$ cat config.mk
export PLATFORM = sky130hd
export DESIGN_NAME = apb_reg_responder
export DESIGN_NICKNAME = d
export VERILOG_FILES = /design/src/rtl/apb_reg_responder.sv
export SDC_FILE = /design/constraint.sdc
export NUM_CORES = 1
export LEC_CHECK = 0
export CAP_MARGIN = 25
export CORE_MARGIN = 2
export CORE_UTILIZATION = 62
export CTS_BUF_LIST = sky130_fd_sc_hd__clkbuf_16
export CTS_CLUSTER_SIZE = 10
export DETAILED_ROUTE_END_ITERATION = 7
export PLACE_DENSITY = 0.93
export SYNTH_ARGS = -nofsm -noshare
export SYNTH_HDL_FRONTEND = slang
export SYNTH_SLANG_ARGS = --single-unit
$ cat constraint.sdc
create_clock -name Hclk -period 6.8 [get_ports Hclk]
set_input_delay 1.36 -clock Hclk [delete_from_list [all_inputs] [get_ports Hclk]]
set_output_delay 1.36 -clock Hclk [all_outputs]
set_load 0.005 [all_outputs]
$ cat src/rtl/apb_reg_responder.sv
// APB responder: decodes one Pselx bit, serves a small 32-bit register bank, counts transfers, flags protocol errors.
// Latency: zero wait states; read data/error registered at the setup->access edge, writes commit at the end of access.
// Backpressure: none; the responder never stalls the bus and always completes an access cycle in one clock.
module apb_reg_responder #(
  parameter int SEL_IDX  = 0,
  parameter int NUM_REGS = 8
) (
  input  logic        Hclk,
  input  logic        Hreset,
  input  logic [2:0]  Pselx,
  input  logic        Penable,
  input  logic        Pwrite,
  input  logic [31:0] Paddr,
  input  logic [31:0] Pwdata,
  output logic [31:0] Prdata,
  output logic        Pslverr,
  output logic [15:0] rd_count,
  output logic [15:0] wr_count,
  output logic        proto_err,
  input  logic        err_clr
);

  // Register index width; the bank is a power of two so the index is a plain slice.
  localparam int IW = $clog2(NUM_REGS);

  localparam logic [1:0] ST_IDLE   = 2'd0;
  localparam logic [1:0] ST_ACCESS = 2'd1;

  logic [1:0]    state;
  logic          psel;
  logic          in_idle;
  logic          in_access;
  logic          setup;
  logic          complete;
  logic          violation;

  // Decode of the address presented in the current (setup) cycle.
  logic [IW-1:0] req_idx;
  logic          req_err;

  // Transfer attributes captured in the setup cycle.
  logic [IW-1:0] lat_idx;
  logic          lat_write;
  logic          lat_err;
  logic [31:0]   lat_wdata;

  logic          good_wr;
  logic          good_rd;

  logic [31:0]   regs [NUM_REGS];

  // Only one select bit belongs to this responder; the rest are for its neighbours.
  logic          unused_sel;
  assign unused_sel = ^Pselx;

  assign psel      = Pselx[SEL_IDX];
  assign in_idle   = (state == ST_IDLE);
  assign in_access = (state == ST_ACCESS);

  // A setup is psel without Penable; in ST_ACCESS this doubles as an abort that restarts a transfer.
  assign setup     = psel && !Penable && (in_idle || in_access);
  assign complete  = in_access && Penable;

  // Penable with no preceding setup, or a setup not followed by Penable.
  assign violation = (in_idle && Penable) || (in_access && !Penable);

  assign req_idx   = Paddr[IW+1:2];
  assign req_err   = (Paddr[1:0] != 2'b00) || (Paddr[31:IW+2] != '0);

  assign good_wr   = complete && lat_write && !lat_err;
  assign good_rd   = complete && !lat_write && !lat_err;

  // Two-state transfer FSM; any unknown encoding falls back to idle.
  always_ff @(posedge Hclk) begin
    if (Hreset) begin
      state <= ST_IDLE;
    end else begin
      case (state)
        ST_IDLE: begin
          if (setup) state <= ST_ACCESS;
        end
        ST_ACCESS: begin
          if (complete)   state <= ST_IDLE;
          else if (setup) state <= ST_ACCESS;
          else            state <= ST_IDLE;
        end
        default: state <= ST_IDLE;
      endcase
    end
  end

  // Capture the transfer attributes; the access cycle's address/data lines are ignored.
  always_ff @(posedge Hclk) begin
    if (Hreset) begin
      lat_idx   <= '0;
      lat_write <= 1'b0;
      lat_err   <= 1'b0;
      lat_wdata <= '0;
    end else if (setup) begin
      lat_idx   <= req_idx;
      lat_write <= Pwrite;
      lat_err   <= req_err;
      lat_wdata <= Pwdata;
    end
  end

  // Response is registered from the setup cycle so it is stable for the whole access cycle, zero otherwise.
  // A write committing at this edge cannot overlap a setup, so reading the bank directly is always current.
  always_ff @(posedge Hclk) begin
    if (Hreset) begin
      Prdata  <= '0;
      Pslverr <= 1'b0;
    end else if (setup) begin
      Pslverr <= req_err;
      Prdata  <= (!Pwrite && !req_err) ? regs[req_idx] : 32'h0;
    end else begin
      Pslverr <= 1'b0;
      Prdata  <= '0;
    end
  end

  // Register bank: a good write lands at the end of its access cycle; reset discards any pending write.
  always_ff @(posedge Hclk) begin
    if (Hreset) begin
      for (int i = 0; i < NUM_REGS; i++) regs[i] <= '0;
    end else if (good_wr) begin
      regs[lat_idx] <= lat_wdata;
    end
  end

  // Completed-transfer counters; errored and aborted transfers are not counted. Both wrap.
  always_ff @(posedge Hclk) begin
    if (Hreset) begin
      rd_count <= '0;
      wr_count <= '0;
    end else begin
      if (good_rd) rd_count <= rd_count + 16'd1;
      if (good_wr) wr_count <= wr_count + 16'd1;
    end
  end

  // Sticky protocol flag; a new violation takes priority over a clear in the same cycle.
  always_ff @(posedge Hclk) begin
    if (Hreset) begin
      proto_err <= 1'b0;
    end else if (violation) begin
      proto_err <= 1'b1;
    end else if (err_clr) begin
      proto_err <= 1'b0;
    end
  end

endmodule

==> Word level (Yosys, flattened, before mapping) <==
Memories as Yosys holds them, arrays and structs flattened. A register that Yosys moved wholly into a read port is not among the register bits.
Index checks and enable logic that the tools add are counted.
{ "classes": {"n_eq_ne": 2, "n_addsub": 2, "n_reduce_logical": 25, "muxes": 14, "n_bitwise": 2} }
{ "ops": {"columns": ["operator", "n"], "rows": [
  ["$add 16x1->16 const B", 2],
  ["$mux 32", 1],
  ["$reduce_or 32->1", 1],
  ["$reduce_bool 27->1", 1],
  ["$logic_and 1x1->1", 10],
  ["$mux 1", 10],
  ["$logic_not 1->1", 5],
  ["$pmux 2 s2", 1],
  ["$reduce_bool 2->1", 2],
  ["$logic_or 1x1->1", 3],
  ["$mux 3", 1],
  ["$reduce_or 3->1", 1],
  ["$eq 2x1->1 const B", 1],
  ["$logic_not 2->1", 1],
  ["$mux 2", 1],
  ["$ne 2x1->1 const B", 1],
  ["$not 1->1", 2],
  ["$reduce_or 2->1", 1]
]} }
{ "totals": {"elab_cells": 55, "mem_count": 1, "reg_bits": 73, "in_bits": 72, "ram_bits": 256, "output_inout_bits": 66} }
{ "mem_list": {"columns": ["name", "words", "width", "rd", "rd_clocked_by_memory_dff", "wr", "line", "rtl"], "rows": [
  ["regs", 8, 32, 1, 1, 8, "50", "logic [31:0] regs [NUM_REGS];"]
]} }

==> Depth between registers and ports, before layout <==
{ "logic_depth": {"ltp_word": 9, "depth_mapped": 7, "depth_no_buf": 5} }

==> Least setup slack after synthesis <==
No wires, ideal clock.
{ "synth_timing": {"path_type": "input-to-reg", "startpoint": "input Penable", "endpoint": "memory regs[6][0] (enable)", "t_arrival_ns": 2.924, "required_ns": 6.425, "path_buffers": 1, "setup_slack_ns": 3.501, "cell_stages": 6, "path_cell_list": "ha_1 nand3b_1 buf_6 or3_1 nor2_1 or2_2"} }
{ "synth_lines": {"columns": ["element", "line", "rtl"], "rows": [
  ["from (decl)", "11", "input logic Penable,"],
  ["to (decl)", "50", null]
]} }

==> impl_metrics.tcl <==
set metrics [dict create \
    rrSetupSlack_ns 3.34 \
    syn_area_um2 15000 \
    grt_pass1_vias 10200 \
    io_buffer_count 135 \
    crit_buf_inv 2 \
    cts_resized 0 \
    dp_cells 1493 \
    synth_ff_type "edfxtp_1" \
    hold_buffers 0 \
    overflow 0 \
    synth.yosys.warnings 0 \
    multi_input_area_um2 4970 \
    start_util_pct 63.6 \
    outcome "completed" \
    synthArstFlopShare_pct 0 \
    slowest_delay_ns 0.94 \
    grtUsageTotal_pct 28.7 \
    hold_end "lat_idx[0]$_SDFFE_PP0P_" \
    syn_inst 1092 \
    crit_chain "clkdlybuf4s50_1 > ha_1 > nand3b_1 > or3b_2 > nor2_1 > buf_4 > or2_2" \
    grt_pass1_wl_um 55800 \
    ys_ff_latch 360 \
    die_h_um 160 \
    grt_max_degree 66 \
    final_area_um2 17800 \
    syn_to_final_growth_pct 18.7 \
    cts_buffers 42 \
    setup_viol 0 \
    drive_gt1_share_pct 11.4 \
    synth_top_area_share_pct 51.2 \
    worst_pin_slew_ns 1.10 \
    antenna_found_initial 1 \
    crit_type "in2reg" \
    ios 138 \
    synthTopCellsByArea "edfxtp_1 (51%), dfxtp_1 (14%), and2_1 (11%), mux4_2 (9.6%), mux2i_1 (2.2%)" \
    clk_pin_slew_ns 0.05 \
    hp-class "reg2reg" \
    finalCritPeriodShare_pct 66.4 \
    finClkSkew_ns 0.0223 \
    fin_crit_ns 4.52 \
    postCtsSetupRepairBufs 0 \
    via_per_inst 6.06 \
    ys_seq_area_share_pct 65.1 \
    cellLeakagePower_nw 6.58 \
    synth-compound-area-share_pct 2.10 \
    die_area_um2 25500 \
    slew-limit-headroom_pct 26.6 \
    required_ns 6.93 \
    fin_setup_tns_ns 0 \
    register_area_um2 9770 \
    crit-reg2reg-launch "state[0]$_SDFFE_PP0P_" \
    rsz0062_at_grt "false" \
    cpLargestDelayFamily "simple AND/OR/NAND/NOR gates" \
    critPathCaptureType "flip-flop" \
    max_freq_mhz 221 \
    stdcell_count 1571 \
    worst_ep_arrival_time_ns 4.64 \
    synth_xor_xnor_area_share_pct 1.11 \
    tritoncts "built" \
    synth_top_family_by_area "simple AND/OR/NAND/NOR gates" \
    placed_cell_area_um2 16600 \
    synth.avg_cell_area_um2 13.7 \
    path_max_fanout 33 \
    coreArea_um2 23600 \
    synth-edff-count 256 \
    cts_max_level 2 \
    routabilityCongestion 0.814 \
    wl_per_cell_um 23.0 \
    cts_max_path_buffers 3 \
    maxSlewViolCount 0 \
    cts-root-buf "clkbuf_16" \
    drt_iter0_markers 908 \
    clk_latency_ns 0.53 \
    synth_largest_area_cell "edfxtp_1" \
    start_kind "input pin" \
    muxShareOfSynthArea_pct 11.8 \
    r2r-end "regs[7][1]$_SDFFCE_PN0P_" \
    fp.dieW_um 160 \
    layout_common_cells "and2_1 (256), edfxtp_1 (256), clkdlybuf4s50_1 (131)" \
    detail-route-antenna-nets 0 \
    fill_cells 1338 \
    hpwl_um 19500 \
    cts.sinks 360 \
    num_rows 56 \
    whs_path_depth 2 \
    nNetsFinal 1294 \
    hold_viol_final 0 \
    r2r.worst_path.cells 6 \
    synthSimpleGateAreaFrac_pct 17.8 \
    critPathSlowestCell "or2_2" \
    drt_wl_total_um 36100 \
    via_count 9527 \
    p_total_mw 4.65 \
    ir_worst_vdd_mv 0.173 \
    antennaDiodeCount 0 \
    holdCritStartpoint "lat_idx[0]$_SDFFE_PP0P_" \
    cellPowerDensity_nw_per_um2 261 \
    synth_cell_types 37 \
    synth_fa_ha_area_share_pct 0.250 \
    drt_pass1_iterations 8 \
    drv_cap 0 \
    synth_nets 1167 \
    drt_drc_violations_left 0 \
]
[metrics by stage]
step | setup WS [ns] | utilization, % | hold slack [ns]
after global routing | 2.13 | 75.5 | 0.493
after detailed placement | 1.84 | 70.3 | 0.443
final | 2.28 | 75.5 | 0.465
after CTS | 2.39 | 75.4 | 0.457
after floorplan | 3.50 | - | 0.422
after global placement | 1.97 | 70.3 | 0.441
[sequential cells by signal, summed over array words and instances, names as in the netlist]
signal / cells
lat_write: 1
Prdata: 32
rd_count: 16
lat_err: 1
lat_wdata: 32
regs: 256
state: 1
Pslverr: 1
proto_err: 1
wr_count: 16
lat_idx: 3
[logic make-up after synthesis]
kind of cell | Yosys count
fa+ha+maj | 3
xor+xnor | 19
mux | 97
flops | 360
simple gates | 480
compound gates | 62
buf+inv | 71
[worst max path at each step]
| stage | startpoint | endpoint | depth (start not counted) |
|---|---|---|---|
| floorplan | Penable | regs[6][0]$_SDFFCE_PN0P_ | 6 |
| global placement | Penable | regs[7][16]$_SDFFCE_PN0P_ | 7 |
| detailed placement | Penable | regs[7][27]$_SDFFCE_PN0P_ | 7 |
| CTS | Penable | regs[7][1]$_SDFFCE_PN0P_ | 7 |
| global route | Penable | regs[7][1]$_SDFFCE_PN0P_ | 7 |
| finish | Penable | regs[7][1]$_SDFFCE_PN0P_ | 7 |
[synthesized netlist by cell type (11+ instances only)]
| cell type | instances |
|---|---|
| mux2i_1 | 33 |
| clkbuf_1 | 55 |
| edfxtp_1 | 256 |
| nand2_1 | 85 |
| dfxtp_1 | 104 |
| nor2_1 | 63 |
| o21ai_0 | 11 |
| and2_1 | 256 |
| xor2_1 | 11 |
| nand3_1 | 11 |
| mux4_2 | 64 |
| a21oi_1 | 49 |
[layout make-up]
| type | count | share of cell area, % |
|---|---|---|
| Timing Repair Buffer | 150 | 8.19 |
| Tap cell | 319 | 2.24 |
| Clock inverter | 34 | 0.772 |
| Multi-Input combinational cell | 661 | 27.9 |
| Inverter | 4 | 0.0842 |
| Sequential cell | 360 | 54.8 |
| Clock buffer | 43 | 6.04 |
[worst min-delay path, stage by stage, from the launching register on]
cell and delay, ns:
dfxtp_1 0.31, nand2_1 0.05, a21oi_1 0.05
[report_power, final]
part	leakage, nW	switching [mW]	total, mW	internal [mW]
clock	0.709	0.840	1.98	1.14
combinational	2.38	0.121	0.231	0.110
sequential	3.49	0.0393	2.45	2.41
total	6.58	1.00	4.65	3.65
[layer usage]
| metal | vias to the layer above | wire (µm) | track usage, % |
|---|---|---|---|
| met5 | - | 13 | 0 |
| met2 | 549 | 18400 | 49.8 |
| met1 | 4701 | 12700 | 34.8 |
| met4 | 2 | 1600 | 13.9 |
| met3 | 118 | 3420 | 5.57 |
| li1 | 4157 | - | - |
Note: power is estimated with default switching activity, not from simulation.
